$ cat src/rtl/ppm_pkg.sv
// Shared constants for the PPM encoder: FSM state codes, line patterns, slot counts
// and the CRC-16/X-25 parameters with a byte-wide update helper.
package ppm_pkg;

    typedef logic [2:0] state_t;

    localparam state_t ST_IDLE = 3'd0;
    localparam state_t ST_SOF  = 3'd1;
    localparam state_t ST_DATA = 3'd2;
    localparam state_t ST_CRC  = 3'd3;
    localparam state_t ST_EOF  = 3'd4;
    localparam state_t ST_GAP  = 3'd5;

    localparam logic [7:0] SOF_PATTERN = 8'b0111_1011;
    localparam logic [3:0] EOF_PATTERN = 4'b1101;

    localparam int unsigned SOF_SLOTS = 8;
    localparam int unsigned SYM_SLOTS = 8;
    localparam int unsigned EOF_SLOTS = 4;

    localparam logic [15:0] CRC_POLY   = 16'h8408;
    localparam logic [15:0] CRC_INIT   = 16'hFFFF;
    localparam logic [15:0] CRC_XOROUT = 16'hFFFF;

    // Reflected CRC: data enters at the LSB end, one bit per iteration.
    function automatic logic [15:0] crc16_byte(input logic [15:0] crc, input logic [7:0] data);
        logic [15:0] c;
        c = crc ^ {8'h00, data};
        for (int i = 0; i < 8; i++) begin
            c = c[0] ? ((c >> 1) ^ CRC_POLY) : (c >> 1);
        end
        return c;
    endfunction

endpackage

$ cat src/rtl/ppm_crc16.sv
// Byte-wide CRC-16/X-25 accumulator; clear has priority over enable.
module ppm_crc16
    import ppm_pkg::*;
(
    input  logic        clk,
    input  logic        rst_n,
    input  logic        clr,
    input  logic        en,
    input  logic [7:0]  data,
    output logic [15:0] crc
);

    always_ff @(posedge clk or negedge rst_n) begin
        if (!rst_n) begin
            crc <= CRC_INIT;
        end else if (clr) begin
            crc <= CRC_INIT;
        end else if (en) begin
            crc <= crc16_byte(crc, data);
        end
    end

endmodule

$ cat src/rtl/ppm_encoder.sv
// 1-of-4 PPM serial transmitter with a one-entry holding register.
// Define PPM_ENC_CRC_EN to append a CRC-16/X-25 trailer before EOF.
module ppm_encoder
    import ppm_pkg::*;
#(
    parameter int unsigned SLOT_CYCLES = 16,
    parameter int unsigned GAP_SLOTS   = 2
) (
    input  logic       clk,
    input  logic       rst_n,
    input  logic [7:0] Din,
    input  logic       din_valid,
    input  logic       din_last,
    output logic       din_ready,
    output logic       Dout,
    output logic       busy,
    output logic       err_underrun
);

    localparam int unsigned CW = (SLOT_CYCLES > 1) ? $clog2(SLOT_CYCLES) : 1;
    localparam int unsigned GW = (GAP_SLOTS > 1) ? $clog2(GAP_SLOTS) : 1;
    localparam logic [CW-1:0] CYC_LAST = CW'(SLOT_CYCLES - 1);
    localparam logic [GW-1:0] GAP_LAST = GW'(GAP_SLOTS - 1);

    state_t        state_q, state_d;
    logic [CW-1:0] cyc_q, cyc_d;
    logic [2:0]    slot_q, slot_d;
    logic [2:0]    sym_q, sym_d;
    logic [GW-1:0] gap_q, gap_d;
    logic [15:0]   data_q, data_d;
    logic          last_q, last_d;
    logic [7:0]    hold_q, hold_d;
    logic          hold_last_q, hold_last_d;
    logic          hold_full_q, hold_full_d;
    logic          slot_end, load, err_d, dout_d;
    logic [1:0]    sym_val;

`ifdef PPM_ENC_CRC_EN
    logic [15:0] crc_val;

    ppm_crc16 u_crc (
        .clk   (clk),
        .rst_n (rst_n),
        .clr   (state_q == ST_IDLE),
        .en    (load),
        .data  (hold_q),
        .crc   (crc_val)
    );
`endif

    always_comb begin
        state_d  = state_q;
        cyc_d    = cyc_q;
        slot_d   = slot_q;
        sym_d    = sym_q;
        gap_d    = gap_q;
        data_d   = data_q;
        last_d   = last_q;
        err_d    = 1'b0;
        load     = 1'b0;
        slot_end = (cyc_q == CYC_LAST);

        if (state_q != ST_IDLE) begin
            cyc_d = slot_end ? '0 : cyc_q + 1'b1;
            if (slot_end) slot_d = slot_q + 3'd1;
        end

        case (state_q)
            ST_IDLE: begin
                if (hold_full_q) begin
                    state_d = ST_SOF;
                    cyc_d   = '0;
                    slot_d  = '0;
                end
            end
            ST_SOF: begin
                if (slot_end && slot_q == 3'(SOF_SLOTS - 1)) begin
                    state_d = ST_DATA;
                    sym_d   = '0;
                    load    = 1'b1;
                end
            end
            ST_DATA: begin
                if (slot_end && slot_q == 3'(SYM_SLOTS - 1)) begin
                    sym_d = sym_q + 3'd1;
                    if (sym_q == 3'd3) begin
                        sym_d = '0;
                        if (last_q) begin
`ifdef PPM_ENC_CRC_EN
                            state_d = ST_CRC;
                            data_d  = crc_val ^ CRC_XOROUT;
`else
                            state_d = ST_EOF;
`endif
                        end else if (hold_full_q) begin
                            load = 1'b1;
                        end else begin
                            state_d = ST_EOF;
                            err_d   = 1'b1;
                        end
                    end
                end
            end
            ST_CRC: begin
                if (slot_end && slot_q == 3'(SYM_SLOTS - 1)) begin
                    sym_d = sym_q + 3'd1;
                    if (sym_q == 3'd7) state_d = ST_EOF;
                end
            end
            ST_EOF: begin
                if (slot_end && slot_q == 3'(EOF_SLOTS - 1)) begin
                    state_d = ST_GAP;
                    slot_d  = '0;
                    gap_d   = '0;
                end
            end
            ST_GAP: begin
                if (slot_end) begin
                    if (gap_q == GAP_LAST) begin
                        state_d = ST_IDLE;
                        slot_d  = '0;
                    end else begin
                        gap_d = gap_q + 1'b1;
                    end
                end
            end
            default: state_d = ST_IDLE;
        endcase

        if (load) begin
            data_d = {8'h00, hold_q};
            last_d = hold_last_q;
        end
    end

    // Load consumes the old content; an accept on the same edge refills it.
    always_comb begin
        hold_d      = hold_q;
        hold_last_d = hold_last_q;
        hold_full_d = hold_full_q;
        if (load) hold_full_d = 1'b0;
        if (din_valid && !hold_full_q) begin
            hold_d      = Din;
            hold_last_d = din_last;
            hold_full_d = 1'b1;
        end
    end

    // Line level is computed from next-state so the registered output lines up with it.
    always_comb begin
        sym_val = data_d[{sym_d, 1'b0} +: 2];
        case (state_d)
            ST_SOF:          dout_d = SOF_PATTERN[~slot_d];
            ST_DATA, ST_CRC: dout_d = (slot_d != {sym_val, 1'b1});
            ST_EOF:          dout_d = EOF_PATTERN[~slot_d[1:0]];
            default:         dout_d = 1'b1;
        endcase
    end

    always_ff @(posedge clk or negedge rst_n) begin
        if (!rst_n) begin
            state_q      <= ST_IDLE;
            cyc_q        <= '0;
            slot_q       <= '0;
            sym_q        <= '0;
            gap_q        <= '0;
            data_q       <= '0;
            last_q       <= 1'b0;
            hold_q       <= '0;
            hold_last_q  <= 1'b0;
            hold_full_q  <= 1'b0;
            Dout         <= 1'b1;
            err_underrun <= 1'b0;
        end else begin
            state_q      <= state_d;
            cyc_q        <= cyc_d;
            slot_q       <= slot_d;
            sym_q        <= sym_d;
            gap_q        <= gap_d;
            data_q       <= data_d;
            last_q       <= last_d;
            hold_q       <= hold_d;
            hold_last_q  <= hold_last_d;
            hold_full_q  <= hold_full_d;
            Dout         <= dout_d;
            err_underrun <= err_d;
        end
    end

    assign din_ready = !hold_full_q;
    assign busy      = (state_q != ST_IDLE);

endmodule

$ cat config.mk
export PLATFORM = sky130hd
export DESIGN_NAME = ppm_encoder
export DESIGN_NICKNAME = d
export VERILOG_FILES = /design/src/rtl/ppm_pkg.sv /design/src/rtl/ppm_crc16.sv /design/src/rtl/ppm_encoder.sv
export SDC_FILE = /design/constraint.sdc
export NUM_CORES = 1
export LEC_CHECK = 0
export CAP_MARGIN = 20
export CORE_MARGIN = 3
export CORE_UTILIZATION = 39
export DETAILED_ROUTE_END_ITERATION = 7
export PLACE_DENSITY_LB_ADDON = 0.25
export RECOVER_POWER = 25
export SETUP_SLACK_MARGIN = 0.02
export SYNTH_ARGS = -nofsm -noshare
export SYNTH_HDL_FRONTEND = slang
export SYNTH_SLANG_ARGS = --single-unit
$ cat constraint.sdc
create_clock -name clk -period 6.3 [get_ports clk]
set_input_delay 1.89 -clock clk [delete_from_list [all_inputs] [get_ports clk]]
set_output_delay 1.89 -clock clk [all_outputs]
set_load 0.1 [all_outputs]
Yosys cells after proc, flatten, opt, wreduce, memory -nomap -nowiden
Memories as Yosys holds them, arrays and structs flattened.
Index checks and enable logic that the tools add are counted.
- add/subtract/negate cells: 4
- multiplexer cells: 50
- reduce and logical (&&, ||, !) cells: 10
- shift operators: 1
- equality and inequality tests: 17
- $lt $le $gt $ge: 2
- bitwise operators: 2
- operators by type and width (cell ; number):
    $mux 3 ; 21
    $eq 3x2->1 const B ; 6
    $pmux 3 s3 ; 2
    $pmux 3 s6 ; 1
    $mux 1 ; 17
    $mux 16 ; 1
    $mux 4 ; 4
    $shiftx 16x5->2 ; 1
    $eq 3x3->1 const B ; 5
    $add 3x1->3 const B ; 2
    $eq 3x1->1 const B ; 2
    $add 4x1->4 const B ; 1
    $eq 4x4->1 const B ; 1
    $lt 3x4->1 const B ; 1
    $ne 2x2->1 const B ; 2
    $pmux 1 s2 ; 2
    $reduce_bool 2->1 ; 2
    $logic_and 1x1->1 ; 3
    $logic_not 3->1 ; 1
    $lt 2x3->1 const B ; 1
    $ne 3x3->1 ; 1
    $not 3->3 ; 1
    $pmux 1 s3 ; 1
    $reduce_and 3->1 ; 1
    other kinds (6) ; 6
- input port bits: 12
- memories: 1
- output and inout port bits: 4
- bits in registers: 43
- word-level logic and storage cells: 99
- bits in read-only memories: 8
- memory list (name ; depth ; bits a word ; read ports ; clocked after Yosys merged registers in ; wr ports ; RTL line ; text):
    (name not given) ; 8 ; 1 ; 1 ; 0 ; 0 ; ppm_encoder.sv:153 ; ST_SOF: dout_d = SOF_PATTERN[~slot_d];

Longest topological paths before layout
- depth in word-level cells: 10
- mapped depth: 15
- mapped depth without buffers: 13

Least setup slack after synthesis
OpenSTA, ideal clock, no wires.
- kind: flip-flop to flip-flop
- start point: reg slot_q[0]
- end point: reg Dout
- required time: 6.214 ns
- library setup time: 0.086 ns
- arrival: 3.016 ns
- buffers on the path: 2
- path slack: 3.198 ns
- period minus slack after synthesis: 3.102 ns
- cell stages (with the launch flop): 16
- path through: dfrtp_1 > ha_1 > ha_1 > and4_1 > buf_6 > clkinv_8 > ha_1 > nor2b_1 > o32ai_4 > o22ai_1 > or2_0 > buf_2 > mux4_2 > a22o_1 > a221oi_2 > nand3_1
- elaborated cells on any way between the ends: 39
- classes of those cells: add/sub (1); eq/ne (7); shift (1); mux (24); bitwise (2); reduce/logical (3); memory (1)
- RTL lines (element ; RTL line ; text):
    from (decl) ; ppm_encoder.sv:27 ; logic [2:0] slot_q, slot_d;
    from (signal assigned) ; ppm_encoder.sv:177 ; slot_q <= slot_d;
    $eq 3x3->1 (*) ; ppm_encoder.sv:77, ppm_encoder.sv:84, ppm_encoder.sv:105 ;
    $logic_and 1x1->1 (*) ; ppm_encoder.sv:77, ppm_encoder.sv:84, ppm_encoder.sv:105 ;
    $mux 3 (on tied branches) ; ppm_encoder.sv:105, ppm_encoder.sv:77, ppm_encoder.sv:84 ;
    $pmux 3 s3 (*) ; ppm_encoder.sv:68 ; case (state_q)
    via sym_d[0] ; ppm_encoder.sv:28 ; logic [2:0] sym_q, sym_d;
    $shiftx 16x5->2 (*) ; ppm_encoder.sv:151 ; sym_val = data_d[{sym_d, 1'b0} +: 2];
    $ne 3x3->1 (*) ; ppm_encoder.sv:154 ; ST_DATA, ST_CRC: dout_d = (slot_d != {sym_val, 1'b1});
    $pmux 1 s3 (*) ; ppm_encoder.sv:152 ; case (state_d)
    via dout_d ; ppm_encoder.sv:35 ; logic slot_end, load, err_d, dout_d;
    to (signal assigned) ; ppm_encoder.sv:185 ; Dout <= dout_d;
    to (decl) ; ppm_encoder.sv:15 ; output logic Dout,
The timed path passes the listed nets; every way through them passes the cells marked *. The select of a mux whose other input is x is not followed.
A chain may end at the register's enable or synchronous reset.

Worst setup path after layout
- start point: reg state_q[0]
- end point: out busy
- longest elaborated chain between the ends: 1
- ends and longest elaborated chain (element ; RTL line ; text):
    from (decl) ; ppm_encoder.sv:25 ; state_t state_q, state_d;
    from (signal assigned) ; ppm_encoder.sv:175 ; state_q <= state_d;
    $reduce_bool 3->1 ; ppm_encoder.sv:191 ; assign busy = (state_q != ST_IDLE);
    to (decl) ; ppm_encoder.sv:16 ; output logic busy,
No other way between the ends.

==> metrics.md <==
| Metric | Value |
|---|---|
| FF+latch area | `1080 um^2` |
| Num rows | `27` |
| Wire length per cell | `~14 um` |
| Cts-stage hold buffer count | `0` |
| Hold EP | `data_q[6]` |
| Total track usage | `12.9%` |
| Initial antenna violation count | `0` |
| CP Max Fanout | `20` |
| Die W | `around 84 um` |
| Buffers added on ports | `15` |
| Failing checks | `max-capacitance violations, max-slew violations` |
| Die Ht | `83.6 um` |
| Leak Pwr | `about 1.2 nW` |
| WS Path Type | `reg -> out` |
| Slew Limit Fails | `55` |
| RSZ-0062 raised after global routing | `no` |
| Complex-gate fraction of the synthesized area | `between 10 and 15%` |
| Total CTS buffers | `5` |
| Tmin final | `4.55 ns` |
| Overall Power | `0.477 mW` |
| Post-synthesis cell count | `around 210` |
| Count of different cell masters after synthesis | `between 50 and 60` |
| Post-synth EDFFs | `0` |
| Worst-path clk slew | `0.08 ns` |
| Post-synth top area cell | `dfrtp_1` |
| Starting Density | `between 40% and 50%` |
| Crit. End Element | `output pin` |
| Reg-to-reg startpoint | `slot_q[0]` |
| Actual slew at the worst max-slew pin | `2.24 ns` |
| Worst endpoint required time | `4.41 ns` |
| Max frequency | `0.220 GHz` |
| Sink Count | `43` |
| Asr flop ratio synth | `100%` |
| Vias | `1558` |
| Layout Skew | `0.00427 ns` |
| Post-synthesis xor/xnor area fraction | `0.746%` |
| Largest family of logic cells by synthesized area | `simple AND/OR/NAND/NOR gates` |
| Via density per instance | `5.21` |
| Cts repair resizes | `0` |
| Drc violations | `0` |
| Top FF cell, synth | `dfrtp_1` |
| First drt pass iteration count | `4` |
| Max_slew headroom | `-49.3%` |
| Global route overflow | `0` |
| Number of synthesized register bits | `43` |
| Core Area | `around 5700 um^2` |
| CTS H-tree lvls | `2` |
| Share of cells above drive strength 1 | `16.7%` |
| NumNets Final | `around 250` |
| Peak supply drop | `159 uV` |
| Period utilization | `72.2%` |
| GP Congestion | `0.805` |
| MaxCap Viol Count | `2` |
| Post-CTS Setup Inserts | `0` |
| Synthesized area | `around 2300 um^2` |
| Root Buffer | `clkbuf_8` |
| Post-place setup slack | `2.21 ns` |
| Die Area | `6990 um^2` |
| Final ANT Viol Nets | `0` |
| Worst R2R Path Depth | `10` |
| Latest clock arrival within the worst-skew pair | `a little under 0.3 ns` |
| Main area contributors after synthesis | `dfrtp_1 45%, mux2_2 10%, ha_1 5.3%` |
| Post-synthesis mux area share | `12.3%` |
| WHS Path Cells | `1` |
| Run status | `finished with violations` |
| Diode count | `0` |
| Syn avg cell area | `11.1 um^2` |
| Critical path arrival | `2.66 ns` |
| Hold Startpoint | `data_q[6]` |
| CTS max path bufs | `2` |
| I/O Pins | `16` |
| Synth top area share | `44.8%` |
| Sequential-to-total area share from yosys stat | `45.9%` |
| Worst setup margin | `about 1.8 ns` |
| Synth Net Count | `234` |
| Post-synthesis adder-cell area fraction | `5.33%` |
| Flop-to-flop setup slack | `2.03 ns` |
| CTS tree | `built` |
| Type of the worst min-delay path | `reg -> reg` |
| Reg2reg end | `Dout` |
| Final core occ | `45.7%` |
| Post-synthesis simple-gate area fraction | `17.5%` |
| Synth warnings | `0` |
| Detailed placement HPWL | `3.09 mm` |
| Final wirelength | `between 4 and 5 mm` |
| Filler cells | `between 500 and 600` |
| Pwr per Cell Area | `between 150 and 200 nW/um^2` |
| Worst setup SP type | `flop` |
| Footprint of the multi-input gates | `1150 um^2` |
| Number of global-route vias before repair | `1536` |
| Setup TNS | `0 ns` |
| Iteration-0 DRC count of the detailed router | `77` |
| WHS | `0.498 ns` |
| Fin. Hold Viols | `0` |
| Area growth from synthesis to layout | `10.5%` |
| Pin count of the biggest net entering global routing | `between 40 and 50` |
| Global-route wire length before repair | `7.32 mm` |
| Final setup viols | `0` |
layout make-up:
cell class                 count  share of cell area (%)
timing repair buffer          16                    5.69
clock inverter                 1                   0.337
tap                           72                    3.47
clock buffer                   7                    3.33
multi-input combinational    152                    44.5
sequential                    43                    41.5
inverter                       8                    1.20
per-layer routing:
metal	vias up	part of all wire, %	GRT usage (%)	wire length, um
li1	776	-	-	-
met1	754	50	17.8	2070
met2	22	45	20.2	1890
met3	6	3.4	2.67	140
met4	0	1.5	4.39	61
met5	-	0	0	0
layout by cell type, fill, tap and decap left out, drive strengths merged, types with 2 or more instances in the layout:
cell           instances
o21a                   2
a211oi                 2
nand4                  2
o32ai                  2
inv                    7
nand3                  6
mux2i                  3
clkbuf                 9
nor2                   9
and4                   2
o211ai                 2
ha                    10
a21oi                  5
nor2b                 14
or2                    4
o21ai                 14
nand2                 18
nand2b                 7
mux2                  21
clkdlybuf4s50         14
or3                    3
dfrtp                 42
o21bai                 3
stage by stage:
step | instances | instance area, um^2
floorplan | 212 | 2350
global placement | 291 | 2540
CTS | 299 | 2630
detailed placement | 291 | 2540
finish | 299 | 2600
global route | 299 | 2600
worst max-delay path by stage:
| stage | start | to | slack, ns | cells past startpoint |
|---|---|---|---|---|
| after floorplan | slot_q[0] | Dout | 3.20 | 15 |
| after global placement | state_q[0] | busy | 2.27 | 3 |
| after detailed placement | state_q[0] | busy | 2.21 | 3 |
| after CTS | state_q[0] | busy | 1.88 | 3 |
| after global routing | state_q[0] | busy | 1.56 | 3 |
| final | state_q[0] | busy | 1.75 | 3 |
Yosys cell counts (2+ instances only):
| master | number |
|---|---|
| o21a_1 | 2 |
| o21ai_0 | 14 |
| mux2i_1 | 3 |
| nor2_1 | 9 |
| mux2_2 | 21 |
| o21bai_1 | 2 |
| nand4_1 | 2 |
| o211ai_1 | 2 |
| dfrtp_1 | 42 |
| inv_1 | 6 |
| nand3_1 | 6 |
| nand2b_1 | 6 |
| buf_4 | 2 |
| ha_1 | 10 |
| nand2_2 | 2 |
| or2_2 | 2 |
| buf_2 | 4 |
| clkbuf_1 | 2 |
| and4_1 | 2 |
| a21oi_1 | 5 |
| nor2b_1 | 14 |
| or3_1 | 3 |
| nand2_1 | 16 |
worst max-delay path, cell delays in order, from the launching register on:
cell,delay [ns]
dfrtp_1,0.60
nor3_1,0.53
inv_1,0.21
clkdlybuf4s50_1,1.02
power by group:
part / internal, mW / leakage, nW / switching [mW]
Clock: 0.0898 / 0.0484 / 0.0935
Combinational: 0.00762 / 0.535 / 0.00637
Sequential: 0.279 / 0.568 / 0.00138
Total: 0.376 / 1.15 / 0.101
flip-flops by register name (all words and copies together), names as in the netlist:
name          count
last_q            1
data_q           16
hold_full_q       1
cyc_q             4
state_q           3
gap_q             1
hold_q            8
hold_last_q       1
Dout              1
slot_q            3
err_underrun      1
sym_q             3
kinds of logic after synthesis:
logic type | after synthesis
AOI/OAI and AO/OA | 43
xor gates and xnor gates | 2
adders and majority gates | 10
buffers and inverters | 17
DFF | 43
muxes | 25
and+or+nand+nor | 72
Note: power is estimated with default switching activity, not from simulation.
